### config.mk
export PLATFORM = sky130hd
export DESIGN_NAME = instr_encoder
export DESIGN_NICKNAME = d
export VERILOG_FILES = /design/src/rtl/instr_encoder_pkg.sv /design/src/rtl/enc_fifo.sv /design/src/rtl/instr_encoder.sv
export SDC_FILE = /design/constraint.sdc
export NUM_CORES = 1
export LEC_CHECK = 0
export BUFFER_PORTS_ARGS = -buffer_cell sky130_fd_sc_hd__buf_4
export CAP_MARGIN = 15
export CELL_PAD_IN_SITES_DETAIL_PLACEMENT = 1
export CELL_PAD_IN_SITES_GLOBAL_PLACEMENT = 1
export CORE_UTILIZATION = 40
export DETAILED_ROUTE_END_ITERATION = 8
export GPL_ROUTABILITY_DRIVEN = 1
export PLACE_DENSITY_LB_ADDON = 0.1
export SYNTH_ARGS = -nofsm -noshare
export SYNTH_HDL_FRONTEND = slang
export SYNTH_HIERARCHICAL = 1
export SYNTH_SLANG_ARGS = --single-unit
### constraint.sdc
create_clock -name clk -period 7.3 [get_ports clk]
set_input_delay 0.73 -clock clk [delete_from_list [all_inputs] [get_ports clk]]
set_output_delay 0.73 -clock clk [all_outputs]
set_load 0.005 [all_outputs]
### src/rtl/instr_encoder_pkg.sv
// Shared CPU table: format classes, ALU op codes and RV32I opcodes.
// The decoder imports the same package, so both sides use one encoding table.
package instr_encoder_pkg;

  typedef enum logic [3:0] {
    FMT_R_ARITH = 4'd0,
    FMT_I_ARITH = 4'd1,
    FMT_LOAD    = 4'd2,
    FMT_STORE   = 4'd3,
    FMT_BRANCH  = 4'd4,
    FMT_JAL     = 4'd5,
    FMT_JALR    = 4'd6,
    FMT_LUI     = 4'd7,
    FMT_AUIPC   = 4'd8,
    FMT_SYSTEM  = 4'd9
  } fmt_e;

  typedef enum logic [3:0] {
    ALU_ADD  = 4'd0,
    ALU_SUB  = 4'd1,
    ALU_SLL  = 4'd2,
    ALU_SLT  = 4'd3,
    ALU_SLTU = 4'd4,
    ALU_XOR  = 4'd5,
    ALU_SRL  = 4'd6,
    ALU_SRA  = 4'd7,
    ALU_OR   = 4'd8,
    ALU_AND  = 4'd9,
    ALU_NOP  = 4'd15
  } alu_op_e;

  typedef enum logic [1:0] {
    ST_RUN   = 2'd0,
    ST_DRAIN = 2'd1,
    ST_DONE  = 2'd2
  } enc_state_e;

  localparam logic [6:0] OPC_OP     = 7'b0110011;
  localparam logic [6:0] OPC_OP_IMM = 7'b0010011;
  localparam logic [6:0] OPC_LOAD   = 7'b0000011;
  localparam logic [6:0] OPC_STORE  = 7'b0100011;
  localparam logic [6:0] OPC_BRANCH = 7'b1100011;
  localparam logic [6:0] OPC_JAL    = 7'b1101111;
  localparam logic [6:0] OPC_JALR   = 7'b1100111;
  localparam logic [6:0] OPC_LUI    = 7'b0110111;
  localparam logic [6:0] OPC_AUIPC  = 7'b0010111;
  localparam logic [6:0] F7_ALT     = 7'b0100000;

  function automatic logic [2:0] alu_funct3(input logic [3:0] op);
    case (op)
      ALU_SLL:          return 3'b001;
      ALU_SLT:          return 3'b010;
      ALU_SLTU:         return 3'b011;
      ALU_XOR:          return 3'b100;
      ALU_SRL, ALU_SRA: return 3'b101;
      ALU_OR:           return 3'b110;
      ALU_AND:          return 3'b111;
      default:          return 3'b000;
    endcase
  endfunction

  // True when v survives truncation to a two's-complement field of 'bits' bits.
  function automatic logic fits_signed(input logic [31:0] v, input int unsigned bits);
    logic signed [31:0] hi;
    hi = $signed(v) >>> (bits - 1);
    return (hi == '0) || (hi == '1);
  endfunction

endpackage

### src/rtl/enc_fifo.sv
// Output buffer for encoded words: DEPTH-entry FIFO, registered storage,
// simultaneous push and pop allowed.
module enc_fifo #(
  parameter int DEPTH = 2,
  parameter int WIDTH = 64
) (
  input  logic             clk,
  input  logic             rst,
  input  logic             push_i,
  input  logic [WIDTH-1:0] data_i,
  input  logic             pop_i,
  output logic [WIDTH-1:0] data_o,
  output logic             valid_o,
  output logic             full_o
);

  localparam int AW = (DEPTH > 1) ? $clog2(DEPTH) : 1;
  localparam int CW = $clog2(DEPTH + 1);
  localparam logic [AW-1:0] LAST = AW'(DEPTH - 1);
  localparam logic [CW-1:0] FULL = CW'(DEPTH);

  logic [WIDTH-1:0] mem_q [DEPTH];
  logic [AW-1:0]    wr_q;
  logic [AW-1:0]    rd_q;
  logic [CW-1:0]    cnt_q;
  logic             push_ok;
  logic             pop_ok;

  assign push_ok = push_i && (cnt_q != FULL);
  assign pop_ok  = pop_i && (cnt_q != '0);

  always_ff @(posedge clk or posedge rst) begin
    if (rst) begin
      wr_q  <= '0;
      rd_q  <= '0;
      cnt_q <= '0;
    end else begin
      if (push_ok) wr_q <= (wr_q == LAST) ? '0 : wr_q + AW'(1);
      if (pop_ok)  rd_q <= (rd_q == LAST) ? '0 : rd_q + AW'(1);
      case ({push_ok, pop_ok})
        2'b10:   cnt_q <= cnt_q + CW'(1);
        2'b01:   cnt_q <= cnt_q - CW'(1);
        default: cnt_q <= cnt_q;
      endcase
    end
  end

  // Payload storage is not reset; occupancy alone decides what is visible.
  always_ff @(posedge clk) begin
    if (push_ok) mem_q[wr_q] <= data_i;
  end

  assign data_o  = mem_q[rd_q];
  assign valid_o = (cnt_q != '0);
  assign full_o  = (cnt_q == FULL);

endmodule

### src/rtl/instr_encoder.sv
// RV32I instruction encoder: validates and encodes one request per handshake,
// tags it with a running byte address and queues it for the consumer.
module instr_encoder
  import instr_encoder_pkg::*;
#(
  parameter logic [31:0] BASE_ADDR = 32'h0000_0000,
  parameter int          DEPTH     = 2
) (
  input  logic        clk,
  input  logic        rst,
  input  logic        in_valid,
  output logic        in_ready,
  input  logic [3:0]  in_fmt,
  input  logic [3:0]  in_alu_op,
  input  logic [2:0]  in_funct3,
  input  logic [4:0]  in_rd,
  input  logic [4:0]  in_rs1,
  input  logic [4:0]  in_rs2,
  input  logic [31:0] in_imm,
  output logic        out_valid,
  input  logic        out_ready,
  output logic [31:0] out_instr,
  output logic [31:0] out_addr,
  output logic        err,
  input  logic        err_clr,
  input  logic        restart,
  output logic        done
);

  enc_state_e  state_q;
  logic [31:0] addr_q;
  logic        err_q;

  logic [31:0] instr_enc;
  logic        illegal;
  logic [2:0]  alu_f3;
  logic [6:0]  alu_f7;
  logic        alu_ok;
  logic        is_shift;
  logic        accept;
  logic        push;
  logic [63:0] fifo_data;
  logic        fifo_valid;
  logic        fifo_full;

  assign alu_f3   = alu_funct3(in_alu_op);
  assign alu_f7   = (in_alu_op == ALU_SUB || in_alu_op == ALU_SRA) ? F7_ALT : 7'b0000000;
  assign alu_ok   = (in_alu_op <= ALU_AND);
  assign is_shift = (in_alu_op == ALU_SLL) || (in_alu_op == ALU_SRL) || (in_alu_op == ALU_SRA);

  always_comb begin
    instr_enc = '0;
    illegal   = 1'b0;
    case (in_fmt)
      FMT_R_ARITH: begin
        illegal   = !alu_ok;
        instr_enc = {alu_f7, in_rs2, in_rs1, alu_f3, in_rd, OPC_OP};
      end
      FMT_I_ARITH: begin
        // Shifts carry a 5-bit unsigned shamt; everything else a 12-bit signed imm.
        if (is_shift) begin
          illegal   = !alu_ok || (in_imm[31:5] != '0);
          instr_enc = {alu_f7, in_imm[4:0], in_rs1, alu_f3, in_rd, OPC_OP_IMM};
        end else begin
          illegal   = !alu_ok || (in_alu_op == ALU_SUB) || !fits_signed(in_imm, 12);
          instr_enc = {in_imm[11:0], in_rs1, alu_f3, in_rd, OPC_OP_IMM};
        end
      end
      FMT_LOAD: begin
        illegal   = !(in_funct3 inside {3'b000, 3'b001, 3'b010, 3'b100, 3'b101}) ||
                    !fits_signed(in_imm, 12);
        instr_enc = {in_imm[11:0], in_rs1, in_funct3, in_rd, OPC_LOAD};
      end
      FMT_STORE: begin
        illegal   = (in_funct3 > 3'b010) || !fits_signed(in_imm, 12);
        instr_enc = {in_imm[11:5], in_rs2, in_rs1, in_funct3, in_imm[4:0], OPC_STORE};
      end
      FMT_BRANCH: begin
        illegal   = (in_funct3 == 3'b010) || (in_funct3 == 3'b011) || in_imm[0] ||
                    !fits_signed(in_imm, 13);
        instr_enc = {in_imm[12], in_imm[10:5], in_rs2, in_rs1, in_funct3,
                     in_imm[4:1], in_imm[11], OPC_BRANCH};
      end
      FMT_JAL: begin
        illegal   = in_imm[0] || !fits_signed(in_imm, 21);
        instr_enc = {in_imm[20], in_imm[10:1], in_imm[11], in_imm[19:12], in_rd, OPC_JAL};
      end
      FMT_JALR: begin
        illegal   = !fits_signed(in_imm, 12);
        instr_enc = {in_imm[11:0], in_rs1, 3'b000, in_rd, OPC_JALR};
      end
      FMT_LUI:    instr_enc = {in_imm[31:12], in_rd, OPC_LUI};
      FMT_AUIPC:  instr_enc = {in_imm[31:12], in_rd, OPC_AUIPC};
      FMT_SYSTEM: instr_enc = in_imm[0] ? 32'h0010_0073 : 32'h0000_0073;
      default:    illegal   = 1'b1;
    endcase
  end

  assign in_ready = (state_q == ST_RUN) && !fifo_full;
  assign accept   = in_valid && in_ready;
  assign push     = accept && !illegal;

  always_ff @(posedge clk or posedge rst) begin
    if (rst) begin
      state_q <= ST_RUN;
      addr_q  <= BASE_ADDR;
      err_q   <= 1'b0;
    end else begin
      // A fresh illegal acceptance outranks a same-cycle clear.
      if (accept && illegal) err_q <= 1'b1;
      else if (err_clr)      err_q <= 1'b0;
      case (state_q)
        ST_RUN: begin
          if (push) begin
            addr_q <= addr_q + 32'd4;
            if (in_fmt == FMT_SYSTEM) state_q <= ST_DRAIN;
          end
        end
        ST_DRAIN: begin
          if (!fifo_valid) state_q <= ST_DONE;
        end
        ST_DONE: begin
          if (restart) begin
            state_q <= ST_RUN;
            addr_q  <= BASE_ADDR;
          end
        end
        default: state_q <= ST_RUN;
      endcase
    end
  end

  enc_fifo #(
    .DEPTH(DEPTH),
    .WIDTH(64)
  ) u_fifo (
    .clk    (clk),
    .rst    (rst),
    .push_i (push),
    .data_i ({addr_q, instr_enc}),
    .pop_i  (out_ready),
    .data_o (fifo_data),
    .valid_o(fifo_valid),
    .full_o (fifo_full)
  );

  assign out_valid = fifo_valid;
  assign out_instr = fifo_valid ? fifo_data[31:0]  : 32'h0;
  assign out_addr  = fifo_valid ? fifo_data[63:32] : 32'h0;
  assign err       = err_q;
  assign done      = (state_q == ST_DONE);

endmodule

# == Yosys cells after proc, flatten, opt, wreduce, memory -nomap -nowiden ==
# Memory sizes are Yosys's and may differ from the RTL's.
# Index checks and enable logic that the tools add are counted.
# Widths: inputs -> output; s select.
# totals
ff_bits,39
ramBits,128
rom_bits,48
output_inout_bits,68
wordCells,112
n_memories,2
# op_classes
addsub,5
magnitude_cmp,2
n_eq_ne,31
muxes,23
reduce_logical,43
# mem_list
name,words,width,read_ports,rd_clocked_by_memory_dff,wr,line_no,rtl
u_fifo.mem_q,2,64,1,0,1,enc_fifo.sv:22,logic [WIDTH-1:0] mem_q [DEPTH];
(no name shown),16,3,1,0,0,instr_encoder_pkg.sv:50,case (op)
# op_table
operator,count
$pmux 32 s10,1
$mux 32,5
$eq 32x32->1 const B,3
$logic_not 32->1,3
$pmux 32 s2,1
$add 32x3->32 const B,1
$reduce_bool 27->1,1
$eq 4x3->1 const B,6
$mux 21,1
$logic_or 1x1->1,15
$eq 4x2->1 const B,3
$eq 4x1->1 const B,2
$eq 4x4->1 const B,2
$mux 2,4
$pmux 1 s8,1
$reduce_bool 2->1,4
$logic_not 1->1,7
$mux 1,7
$eq 2x2->1 const B,3
$eq 3x2->1 const B,2
$eq 3x3->1 const B,2
$logic_and 1x1->1,6
$mux 6,1
$ne 2x2->1 const B,3
17 further kinds,20

# == Longest topological paths before layout ==
# Gate-level depths: netlist (run 1).
# depth
ltp_word,11
mapped_depth,13
depth_no_buf,11

# == Cells and area by module ==
# The synthesis (run 1) kept the hierarchy.
# by_module_without_submodules
mod,n_inst,cells_each,area_per_inst_um2,seq_area_each_um2
enc_fifo,1,218,5027.3,3943.8
instr_encoder,1,476,3502.1,825.8

# == Worst setup path before layout (run 1) ==
# OpenSTA, ideal clock, no wires.
# synth_timing
path_type,in2reg
from,input in_imm[25]
to,"memory u_fifo.mem_q[0][0], enable pin"
setup_ps,487
arrival_ps,5247
t_required_ps,6813
setup_slack_ps,1567
cell_stages,9
path_cell_list,or4_4 nor3_4 a22oi_1 a211oi_2 o211ai_1 clkbuf_1 nor2_1 nand2_1 nor2_1
# synth_via
elab_chain_len,11
word_cells_on_any_way,26
cone_classes,eq/ne (3); mux (4); reduce/logical (19)
# synth_rtl
item,line_no,rtl
"start, declared",instr_encoder.sv:19,"input logic [31:0] in_imm,"
$eq 32x32->1 or $logic_not 32->1 (tied branches),instr_encoder_pkg.sv:66,return (hi == '0) || (hi == '1);
$logic_or 1x1->1,instr_encoder_pkg.sv:66,
$logic_not 1->1,-,
$logic_or 1x1->1,instr_encoder.sv:65,"illegal = !alu_ok || (in_alu_op == ALU_SUB) || !fits_signed(in_imm, 12);"
$mux 1,instr_encoder.sv:61,if (is_shift) begin
$pmux 1 s8 (*),instr_encoder.sv:54,case (in_fmt)
$logic_not 1->1 (*),instr_encoder.sv:101,assign push = accept && !illegal;
$logic_and 1x1->1 (*),instr_encoder.sv:101,
net push,instr_encoder.sv:41,logic push;
$logic_and 1x1->1 (*),enc_fifo.sv:29,assign push_ok = push_i && (cnt_q != FULL);
$mux 1 (*),enc_fifo.sv:50,if (push_ok) mem_q[wr_q] <= data_i;
$mux 1 (implied by the code) (*),enc_fifo.sv:50,
"end, declared",enc_fifo.sv:22,
# The timed path passes the listed nets; every way through them passes the cells marked *.

# == Worst setup path after layout (run 1) ==
# layout_timing
from,input in_imm[12]
to,"memory u_fifo.mem_q[1][28], enable pin"
# The elaborated chain is that of the path after synthesis.

==> flow_summary.json, run 1 <==
{
  "status": "complete, no violations",
  "drc": 0,
  "syn2layout_area_growth_pct": 21.2,
  "crit_path_end_kind": "flop",
  "fin_tns_setup_ns": 0,
  "drive_above_1_share_pct": 29.6,
  "io_buffers": 131,
  "relSlewSlack_pct": 31.3,
  "p_per_area_nw_per_um2": 310,
  "start_kind": "input pin",
  "post_drt_wl_per_cell_um": 19.2,
  "highest_layer": "met4",
  "vias_per_cell": 5.48,
  "grt_pass1_vias": 6312,
  "reg2reg_depth": 7,
  "synth_top_family_by_area": "simple AND/OR/NAND/NOR gates",
  "met3_length_um": 799,
  "synth_compound_area_share_pct": 11.3,
  "synth_area_um2": 8530,
  "cpLargestDelayFamily": "simple AND/OR/NAND/NOR gates",
  "min_path_type": "input pin to async pin",
  "ys_ff_latch": 165,
  "die_area_um2": 21900,
  "synth-edff-count": 128,
  "antenna_found_initial": 0,
  "cpMostUsedCell": "buf_4",
  "required_ns": 7.36,
  "crit_arrival_ns": 4.31,
  "grt_max_degree": 69,
  "cts_buffers": 17,
  "synthCells": 694,
  "first_pass_iters": 5,
  "clkSlewWorstSetupHoldPaths_ns": 0.06,
  "critical_path_class": "input pin to flop",
  "cp_num_buf_inv": 3,
  "tightest_slew_ns": 1.02,
  "cts_setup_buffers": 0,
  "place_inst": 1064,
  "synth_fa_ha_area_share_pct": 0.293,
  "max_freq_mhz": 235,
  "rows": 53,
  "synth-xor-area-share_pct": 0.719,
  "p_total_mw": 3.20,
  "post-route-period-util_pct": 58.3,
  "slowest_delay_ns": 0.72,
  "ys.warnings.count": 6,
  "clock-root-buffer": "clkbuf_16",
  "hold_buffers": 0,
  "h-tree-depth": 4,
  "final_cell_mix": "buf_4 (136), edfxtp_1 (128), and2_1 (71)",
  "reg2reg_slack_ns": 4.01,
  "final_common_cell": "buf_4",
  "setup_viol": 0,
  "routed-via-count": 6018,
  "wl_met2_mm": 10.9,
  "slowest_stage": "and3_2",
  "r2r_start": "u_fifo/cnt_q[0]$_DFFE_PP0P_",
  "nets": 877,
  "clk_latency_ns": 0.43,
  "synth_cell_types": 60,
  "async_flop_share_pct": 22.4,
  "cts.sinks": 165,
  "hold_ws_ns": 0.218,
  "fillCellCount": 2238,
  "fin_cells": 1099,
  "place.gp.congestion": 0.842,
  "drt_iter0_drc": 288,
  "synth_simple_gate_area_share_pct": 16.4,
  "drtAntennaViolNets": 0,
  "syn_avg_cell_area_um2": 12.3,
  "cts_tree": "done",
  "wl_met1_mm": 9.08,
  "diodes": 0,
  "core_area_um2": 21000,
  "slew_viol_final": 0,
  "die_h_um": 148,
  "hold_violations": 0,
  "dp_hpwl_mm": 14.5,
  "crit_fanout": 56,
  "r2r_end": "u_fifo/mem_q[1][28]$_DFFE_PP_",
  "rsz0062_at_grt": "false",
  "clock_path_buffers": 2,
  "grtUsageTotal_pct": 19.9,
  "power_leakage_nw": 4.00,
  "synth-seq-area-share_pct": 55.9,
  "ir_worst_vdd_mv": 0.174,
  "crit_chain": "buf_4 -> or4_1 -> nor4_1 -> a221oi_1 -> a41oi_1 -> o211ai_1 -> buf_4 -> nor2_1 -> and3_2 -> buf_4",
  "maxCapViolCount": 0,
  "fin_worst_skew_ns": 0.0114,
  "ys.flop_type": "edfxtp_1",
  "die_w_um": 148,
  "cts_resized": 0,
  "synth_mux_area_share_pct": 12.1,
  "grt-ovfl-total": 0,
  "finalWirelength_mm": 21.1,
  "ioPinCount": 132,
  "initial_utilization_pct": 40.7,
  "grt_pass1_wl_mm": 33.6,
  "period_needed_ns": 4.25
}
synth_stat cells, types with 5 or more instances:
master	n	share of area, %
edfxtp_1	128	45
and2_1	71	5.2
mux2_4	50	8.8
a21oi_1	41	2.4
dfrtp_1	37	11
clkbuf_1	30	1.3
nand2_1	27	1.2
o21ai_0	25	1.5
nor2_1	20	0.88
nor2b_1	19	1.4
nand3_1	18	1.1
inv_1	17	0.75
or4_1	16	1.4
mux2_2	14	1.8
nand4_1	14	1.0
or3_1	13	0.95
mux2i_1	12	1.4
o31ai_1	12	1.1
and3_1	10	0.73
o211ai_1	10	0.88
a221oi_1	8	0.82
nor3_1	8	0.47
o22ai_1	8	0.59
a22o_1	7	0.72
buf_6	6	0.79
a211oi_1	5	0.44
a21o_1	5	0.44
a22oi_1	5	0.44
buf_2	5	0.29
xnor2_1	5	0.51
cell type report:
class | instances | area [µm²] | area share, %
repair buffers | 139 | 1090 | 10.5
multi-input cells | 471 | 3500 | 33.9
clock inverters | 13 | 125 | 1.21
inverters | 17 | 63.8 | 0.617
clock buffers | 19 | 443 | 4.28
well taps | 275 | 344 | 3.33
flip-flops and latches | 165 | 4770 | 46.2
cell families after synthesis:
group / Yosys count
mux: 76
fa+ha+maj: 2
compound gates: 145
flops: 165
buf+inv: 61
xor+xnor: 7
other cells: 1
simple gates: 237
how the worst max path moves through the flow:
stage / cells after the start / start / slack, ns / end
after floorplan: 9 / in_imm[25] / 1.57 / u_fifo/mem_q[0][0]$_DFFE_PP_
after global placement: 11 / in_imm[12] / 2.38 / u_fifo/mem_q[0][7]$_DFFE_PP_
final: 10 / in_imm[12] / 3.05 / u_fifo/mem_q[1][28]$_DFFE_PP_
after detailed placement: 11 / in_imm[12] / 2.16 / u_fifo/mem_q[0][8]$_DFFE_PP_
after CTS: 11 / in_imm[12] / 2.61 / u_fifo/mem_q[0][12]$_DFFE_PP_
after global routing: 10 / in_imm[12] / 2.79 / u_fifo/mem_q[1][3]$_DFFE_PP_
worst register-to-register path: stages, from the launching register on:
cell and delay [ns]:
dfrtp_1 0.41, nand2b_1 0.16, inv_1 0.05, nor3_1 0.44, nand2_1 0.18, nor2_1 0.34
and3_2 0.72, buf_4 0.60
state kept, by name, summed over array words and instances, names as in the netlist:
name and flops:
err 1, addr_q 30, u_fifo/rd_q 1, u_fifo/wr_q 1, u_fifo/cnt_q 2, u_fifo/mem_q 128, state_q 2
through the flow:
step           utilization [%]  instance area, µm²  setup slack, ns
6_report                  49.3               10300             3.05
4_1_cts                   49.0               10300             2.61
3_5_place_dp              46.3                9700             2.16
2_1_floorplan                -                8540             1.57
3_3_place_gp              46.3                9700             2.38
5_1_grt                   49.3               10300             2.79
routing by layer:
metal,track usage [%],vias to the layer above
met5,0,-
met4,5.88,0
met3,4.29,25
met2,35.1,133
met1,24.2,2991
li1,-,2869
power by group:
part | internal, mW | switching [mW] | total, mW
sequential | 1.13 | 0.0939 | 1.23
clock | 0.483 | 0.375 | 0.857
combinational | 0.650 | 0.470 | 1.12
No activity file was read; power rests on OpenSTA's default activity.
==> run 2, diff against run 1 <==
==> constraint.sdc (replaced) <==
create_clock -name clk -period 4.4 [get_ports clk]
set_input_delay 0.44 -clock clk [delete_from_list [all_inputs] [get_ports clk]]
set_output_delay 0.44 -clock clk [all_outputs]
set_load 0.005 [all_outputs]
==> run 2 against run 1 <==
Compared with the run above:
- via count grew 3.0%
- critical endpoint is now addr_q[27]$_DFFE_PP0P_
- combinational power rose by 68%
- clock power is 86% higher
- clock skew up 0.00056 ns
==> flow_summary.json, run 2 (synthesis results as in run 1) <==
{
  "status": "complete, no violations",
  "reg2reg_slack_ns": 1.31,
  "largest_registers": "u_fifo/mem_q: 128 flops, addr_q: 30 flops",
  "grt_max_degree": 69,
  "power_leakage_nw": 4.05,
  "cts_resized": 0,
  "routed-via-count": 6199,
  "nets": 881,
  "whs_endpoint": "err$_DFFE_PP0P_",
  "cts_setup_buffers": 0,
  "dp_hpwl_mm": 15.1,
  "critical_path_class": "flop to flop",
  "crit_arrival_ns": 3.44,
  "cts_tree": "done",
  "first_pass_iters": 5,
  "finalWirelength_mm": 22.3,
  "cp_num_buf_inv": 1,
  "drt_iter0_drc": 364,
  "setup_viol": 0,
  "fillCellCount": 2226,
  "final_common_cell": "buf_4",
  "antenna_found_initial": 0,
  "fin_worst_skew_ns": 0.0119,
  "drive_above_1_share_pct": 30.1,
  "cts_buffers": 17,
  "regMostFlops": "u_fifo/mem_q",
  "rsz0062_at_grt": "false",
  "place_inst": 1069,
  "max_freq_mhz": 324,
  "maxCapViolCount": 0,
  "fin_cells": 1103,
  "cpLargestDelayFamily": "simple AND/OR/NAND/NOR gates",
  "die_area_um2": 21900,
  "crit_chain": "nand2b_1 -> inv_1 -> nor3_1 -> and2_1 -> nand2_1 -> or4_1 -> or3_1 -> a21oi_1",
  "whs_path_depth": 2,
  "drc": 0,
  "post_drt_wl_per_cell_um": 20.3,
  "clkSlewWorstSetupHoldPaths_ns": 0.07,
  "io_buffers": 131,
  "fin_tns_setup_ns": 0,
  "drtAntennaViolNets": 0,
  "crit_path_end_kind": "flop",
  "hold_buffers": 1,
  "slew_viol_final": 0,
  "pre_cts_ws_ns": 0.874,
  "place.gp.congestion": 0.902,
  "slowest_delay_ns": 0.58,
  "die_h_um": 148,
  "start_kind": "flop",
  "hold_start": "err_clr",
  "min_path_type": "input pin to flop",
  "reg2reg_depth": 8,
  "grt_pass1_wl_mm": 35.0,
  "initial_utilization_pct": 40.7,
  "ir_worst_vdd_mv": 0.352,
  "r2r_start": "u_fifo/cnt_q[0]$_DFFE_PP0P_",
  "final_cell_mix": "buf_4 (141), edfxtp_1 (128), and2_1 (71)",
  "final_area_um2": 10400,
  "relSlewSlack_pct": 29.9,
  "fin_ws_ns": 1.31,
  "ioPinCount": 132,
  "p_per_area_nw_per_um2": 525,
  "p_total_mw": 5.46,
  "crit_fanout": 13,
  "diodes": 0,
  "clock_path_buffers": 2,
  "die_w_um": 148,
  "grt_pass1_vias": 6602,
  "core_area_um2": 21000,
  "clock-root-buffer": "clkbuf_16",
  "largest_reg_flops": 128,
  "required_ns": 4.75,
  "cts.sinks": 165,
  "post-route-period-util_pct": 70.2,
  "grtUsageTotal_pct": 20.9,
  "h-tree-depth": 4,
  "vias_per_cell": 5.62,
  "tightest_slew_ns": 1.05,
  "slowest_stage": "or4_1",
  "hold_violations": 0,
  "clk_latency_ns": 0.44,
  "r2r_end": "addr_q[27]$_DFFE_PP0P_",
  "period_needed_ns": 3.09,
  "grt-ovfl-total": 0,
  "postPlaceCellArea_um2": 9740,
  "rows": 53,
  "syn2layout_area_growth_pct": 22.0
}
==> run 2: final cells by class <==
type / instances / area, µm² / area share, %
clock buffers: 18 / 439 / 4.22
clock inverters: 14 / 186 / 1.79
well taps: 275 / 344 / 3.31
flip-flops and latches: 165 / 4770 / 45.9
multi-input cells: 471 / 3500 / 33.6
inverters: 17 / 63.8 / 0.613
repair buffers: 143 / 1100 / 10.5
==> run 2: worst max-delay path by stage <==
| stage | start | end | depth (start not counted) |
|---|---|---|---|
| 2_1_floorplan | in_imm[25] | u_fifo/mem_q[0][0]$_DFFE_PP_ | 9 |
| 5_1_grt | in_fmt[1] | u_fifo/mem_q[0][34]$_DFFE_PP_ | 9 |
| 6_report | u_fifo/cnt_q[0]$_DFFE_PP0P_ | addr_q[27]$_DFFE_PP0P_ | 8 |
| 3_5_place_dp | in_imm[25] | u_fifo/mem_q[0][39]$_DFFE_PP_ | 10 |
| 4_1_cts | in_imm[25] | u_fifo/mem_q[1][35]$_DFFE_PP_ | 9 |
| 3_3_place_gp | in_imm[25] | u_fifo/mem_q[0][23]$_DFFE_PP_ | 10 |
==> run 2: per-stage QoR <==
step | utilization (%) | hold slack [ns]
3_5_place_dp | 46.5 | 0.375
2_1_floorplan | - | 0.206
4_1_cts | 49.5 | 0.185
6_report | 49.6 | 0.192
3_3_place_gp | 46.5 | 0.373
5_1_grt | 49.6 | 0.201
==> run 2: report_power, final <==
part           internal [mW]  total [mW]  leakage (nW)  switching, mW
Clock                  0.927        1.59         0.307          0.663
Combinational           1.06        1.88          2.07          0.817
Sequential              1.88        1.99          1.67          0.114
==> run 2: routing by layer <==
| metal | track usage (%) | up-vias | share of wire [%] |
|---|---|---|---|
| met1 | 24.2 | 3125 | 41 |
| met3 | 4.04 | 35 | 4.6 |
| li1 | - | 2875 | - |
| met2 | 37.9 | 164 | 52 |
| met5 | 0 | - | 0 |
| met4 | 8.20 | 0 | 2.3 |
==> run 3, diff against run 2 <==
--- a/config.mk
+++ b/config.mk
@@ -5,11 +5,12 @@
 export SDC_FILE = /design/constraint.sdc
 export NUM_CORES = 1
 export LEC_CHECK = 0
+export ABC_AREA = 1
 export BUFFER_PORTS_ARGS = -buffer_cell sky130_fd_sc_hd__buf_4
 export CAP_MARGIN = 15
 export CELL_PAD_IN_SITES_DETAIL_PLACEMENT = 1
 export CELL_PAD_IN_SITES_GLOBAL_PLACEMENT = 1
-export CORE_UTILIZATION = 40
+export CORE_UTILIZATION = 39
 export DETAILED_ROUTE_END_ITERATION = 8
 export GPL_ROUTABILITY_DRIVEN = 1
 export PLACE_DENSITY_LB_ADDON = 0.1
==> constraint.sdc (replaced) <==
create_clock -name clk -period 2.82 [get_ports clk]
set_input_delay 0.282 -clock clk [delete_from_list [all_inputs] [get_ports clk]]
set_output_delay 0.282 -clock clk [all_outputs]
set_load 0.005 [all_outputs]
==> run 3 against run 2 <==
Compared with the run above:
- cell count is 35% higher
- sequential cell count unchanged
- clock skew fell by 0.0020 ns
- clock-buffer cell count fell by 1
- non-clock buffer count is 8 higher
- power up 50%
- register-to-register slack worse by 0.75 ns
- largest power group unchanged
==> flow_summary.json, run 3 <==
{
  "status": "complete, no violations",
  "syn_avg_cell_area_um2": 8.21,
  "synth_top_family_by_area": "simple AND/OR/NAND/NOR gates",
  "synth_mux_area_share_pct": 0,
  "clock_path_buffers": 2,
  "clock-root-buffer": "clkbuf_16",
  "ys_ff_latch": 165,
  "clkSlewWorstSetupHoldPaths_ns": 0.07,
  "initial_utilization_pct": 39.7,
  "synth_compound_area_share_pct": 6.94,
  "pre_cts_ws_ns": 0.324,
  "synth-seq-area-share_pct": 55.1,
  "combPwrFrac_pct": 33.6,
  "fin_ws_ns": 0.452,
  "diodes": 0,
  "setup_viol": 0,
  "synth_simple_gate_area_share_pct": 24.7,
  "max_freq_mhz": 422,
  "cts.sinks": 165,
  "rows": 54,
  "vias_per_cell": 4.78,
  "largest_reg_flops": 128,
  "cts_setup_buffers": 0,
  "r2r_start": "u_fifo/cnt_q[1]$_DFFE_PP0P_",
  "swShare_pct": 34.9,
  "cts_tree": "done",
  "multiInputGateArea_um2": 3030,
  "hold_violations": 0,
  "drt_iter0_drc": 310,
  "ys.flop_type": "edfxtp_1",
  "slowest_delay_ns": 0.48,
  "period_needed_ns": 2.37,
  "cp_num_buf_inv": 4,
  "crit_chain": "inv_1 -> nand2_2 -> buf_4 -> nand2_1 -> inv_1 -> buf_4",
  "grt-ovfl-total": 0,
  "grtUsageTotal_pct": 21.6,
  "ys.warnings.count": 6,
  "ir_worst_vdd_mv": 0.537,
  "synth_fa_ha_area_share_pct": 0.289,
  "regMostFlops": "u_fifo/mem_q",
  "crit_fanout": 29,
  "dp_hpwl_mm": 17.4,
  "p_per_area_nw_per_um2": 770,
  "final_common_cell": "nand2_1",
  "startpoint": "u_fifo/cnt_q[0]$_DFFE_PP0P_",
  "clk_latency_ns": 0.43,
  "drc": 0,
  "nets": 1260,
  "cpLargestDelayFamily": "buffers and inverters",
  "critical_path_class": "flop to output pin",
  "fin_worst_skew_ns": 0.00993,
  "p_clk_share_pct": 27.8,
  "crit_arrival_ns": 2.09,
  "final_area_um2": 10600,
  "io_buffers": 131,
  "maxCapViolCount": 0,
  "power_leakage_nw": 5.16,
  "cts_buffers": 17,
  "ioPinCount": 132,
  "largest_registers": "u_fifo/mem_q: 128 flops, addr_q: 30 flops",
  "synthCells": 1055,
  "die_area_um2": 22800,
  "fin_tns_setup_ns": 0,
  "slew_viol_final": 0,
  "hold_start": "err_clr",
  "synth-xor-area-share_pct": 2.73,
  "yosysMostFrequentCell": "nand2_1",
  "drtAntennaViolNets": 0,
  "grt_pass1_vias": 7032,
  "first_pass_iters": 4,
  "drive_above_1_share_pct": 16.7,
  "synth_top_cell_by_area": "edfxtp_1",
  "synth_area_leaders": "edfxtp_1 (44%), nand2_1 (14%), dfrtp_1 (11%)",
  "start_kind": "flop",
  "rsz0062_at_grt": "false",
  "power.internal_mw": 5.33,
  "hold_ws_ns": 0.0436,
  "postPlaceCellArea_um2": 10000,
  "die_h_um": 151,
  "crit_path_end_kind": "output pin",
  "tightest_slew_ns": 0.633,
  "final_cell_mix": "nand2_1 (332), inv_1 (178), buf_4 (146)",
  "finalWirelength_mm": 23.2,
  "yosys.area.top_type_share_pct": 44.4,
  "post_drt_wl_per_cell_um": 15.6,
  "async_flop_share_pct": 22.4,
  "grt_max_degree": 51,
  "slowest_stage": "nand2_2",
  "core_area_um2": 21800,
  "p_total_mw": 8.19,
  "area.sequential_um2": 4770,
  "seqPwrFrac_pct": 38.6,
  "syn2layout_area_growth_pct": 22.7,
  "grt_pass1_wl_mm": 37.7,
  "synth-edff-count": 128,
  "p_switching_mw": 2.86,
  "min_path_type": "input pin to flop",
  "place.gp.congestion": 0.856,
  "synth_commonest_cells": "nand2_1 (333), inv_1 (179), edfxtp_1 (128), nor2_1 (104), o21ai_0 (89)",
  "fillCellCount": 2654,
  "routed-via-count": 7101,
  "relSlewSlack_pct": 57.3,
  "h-tree-depth": 4,
  "die_w_um": 151,
  "antenna_found_initial": 0,
  "synth_cell_types": 38,
  "synth_area_um2": 8660,
  "post-route-period-util_pct": 84.0,
  "required_ns": 2.54
}
[run 3: cell count changes in the layout (fill, tap and decap cells not counted), moves of 14 or more]
cell | before | now
a21oi_1 | 41 | 8
and2_1 | 71 | 0
inv_1 | 17 | 178
mux2_2 | 14 | 0
mux2_4 | 50 | 0
nand2_1 | 27 | 332
nand3_1 | 18 | 56
nor2_1 | 19 | 102
nor2b_1 | 19 | 0
o21ai_0 | 25 | 89
or4_1 | 16 | 0
[run 3: layout make-up]
class                           instances  share of cell area, %
Timing Repair Buffer                  151                   11.2
Clock inverter                         15                   1.51
Tap cell                              280                   3.30
Multi-Input combinational cell        674                   28.5
Clock buffer                           17                   4.00
Sequential cell                       165                   44.9
Inverter                              185                   6.57
[run 3: what timing repair did]
action,in CTS,in global routing
setup endpoints to repair,0,0
gates resized for setup,0,0
hold buffers,1,0
hold endpoints to repair,5,0
[run 3: final timing paths]
check / to / slack [ns] / cells after the start
worst max-delay path: out_addr[0] / 0.45 / 6
max in group asynchronous: addr_q[2]$_DFFE_PP0P_ / 1.92 / 4
worst min-delay path: err$_DFFE_PP0P_ / 0.04 / 2
min in group asynchronous: err$_DFFE_PP0P_ / 0.28 / 3
worst min register to register: u_fifo/cnt_q[1]$_DFFE_PP0P_ / 0.49 / 2
worst max register to register: u_fifo/mem_q[1][38]$_DFFE_PP_ / 0.56 / 10
[run 3: per-stage QoR]
step	utilization, %	cells
floorplan	-	1058
global placement	46.0	1454
detailed placement	46.0	1454
CTS	48.7	1487
global route	48.7	1487
finish	48.7	1487
[run 3: cells by family (layout without fill, tap and decap cells)]
family          count (synthesis)  in the layout
simple gates                  528            528
buf+inv                       219            368
flops                         165            165
compound gates                113            113
xor+xnor                       27             27
fa+ha+maj                       2              2
other cells                     1              4
[run 3: layer usage]
metal / track usage, % / vias up / routed length, µm
met3: 2.38 / 20 / 521
met5: 0 / - / 0
met4: 5.75 / 0 / 279
met2: 35.2 / 94 / 10900
met1: 30.7 / 3370 / 11500
li1: - / 3617 / -
[run 3: power groups by stage]
| stage | Sequential, mW | Clock (mW) | Combinational (mW) |
|---|---|---|---|
| floorplan | 3.08 | 0 | 1.55 |
| global placement | 3.20 | 0 | 2.75 |
| detailed placement | 3.22 | 0 | 2.80 |
| CTS | 3.17 | 2.32 | 2.81 |
| global route | 3.21 | 2.42 | 3.15 |
| finish | 3.16 | 2.28 | 2.75 |
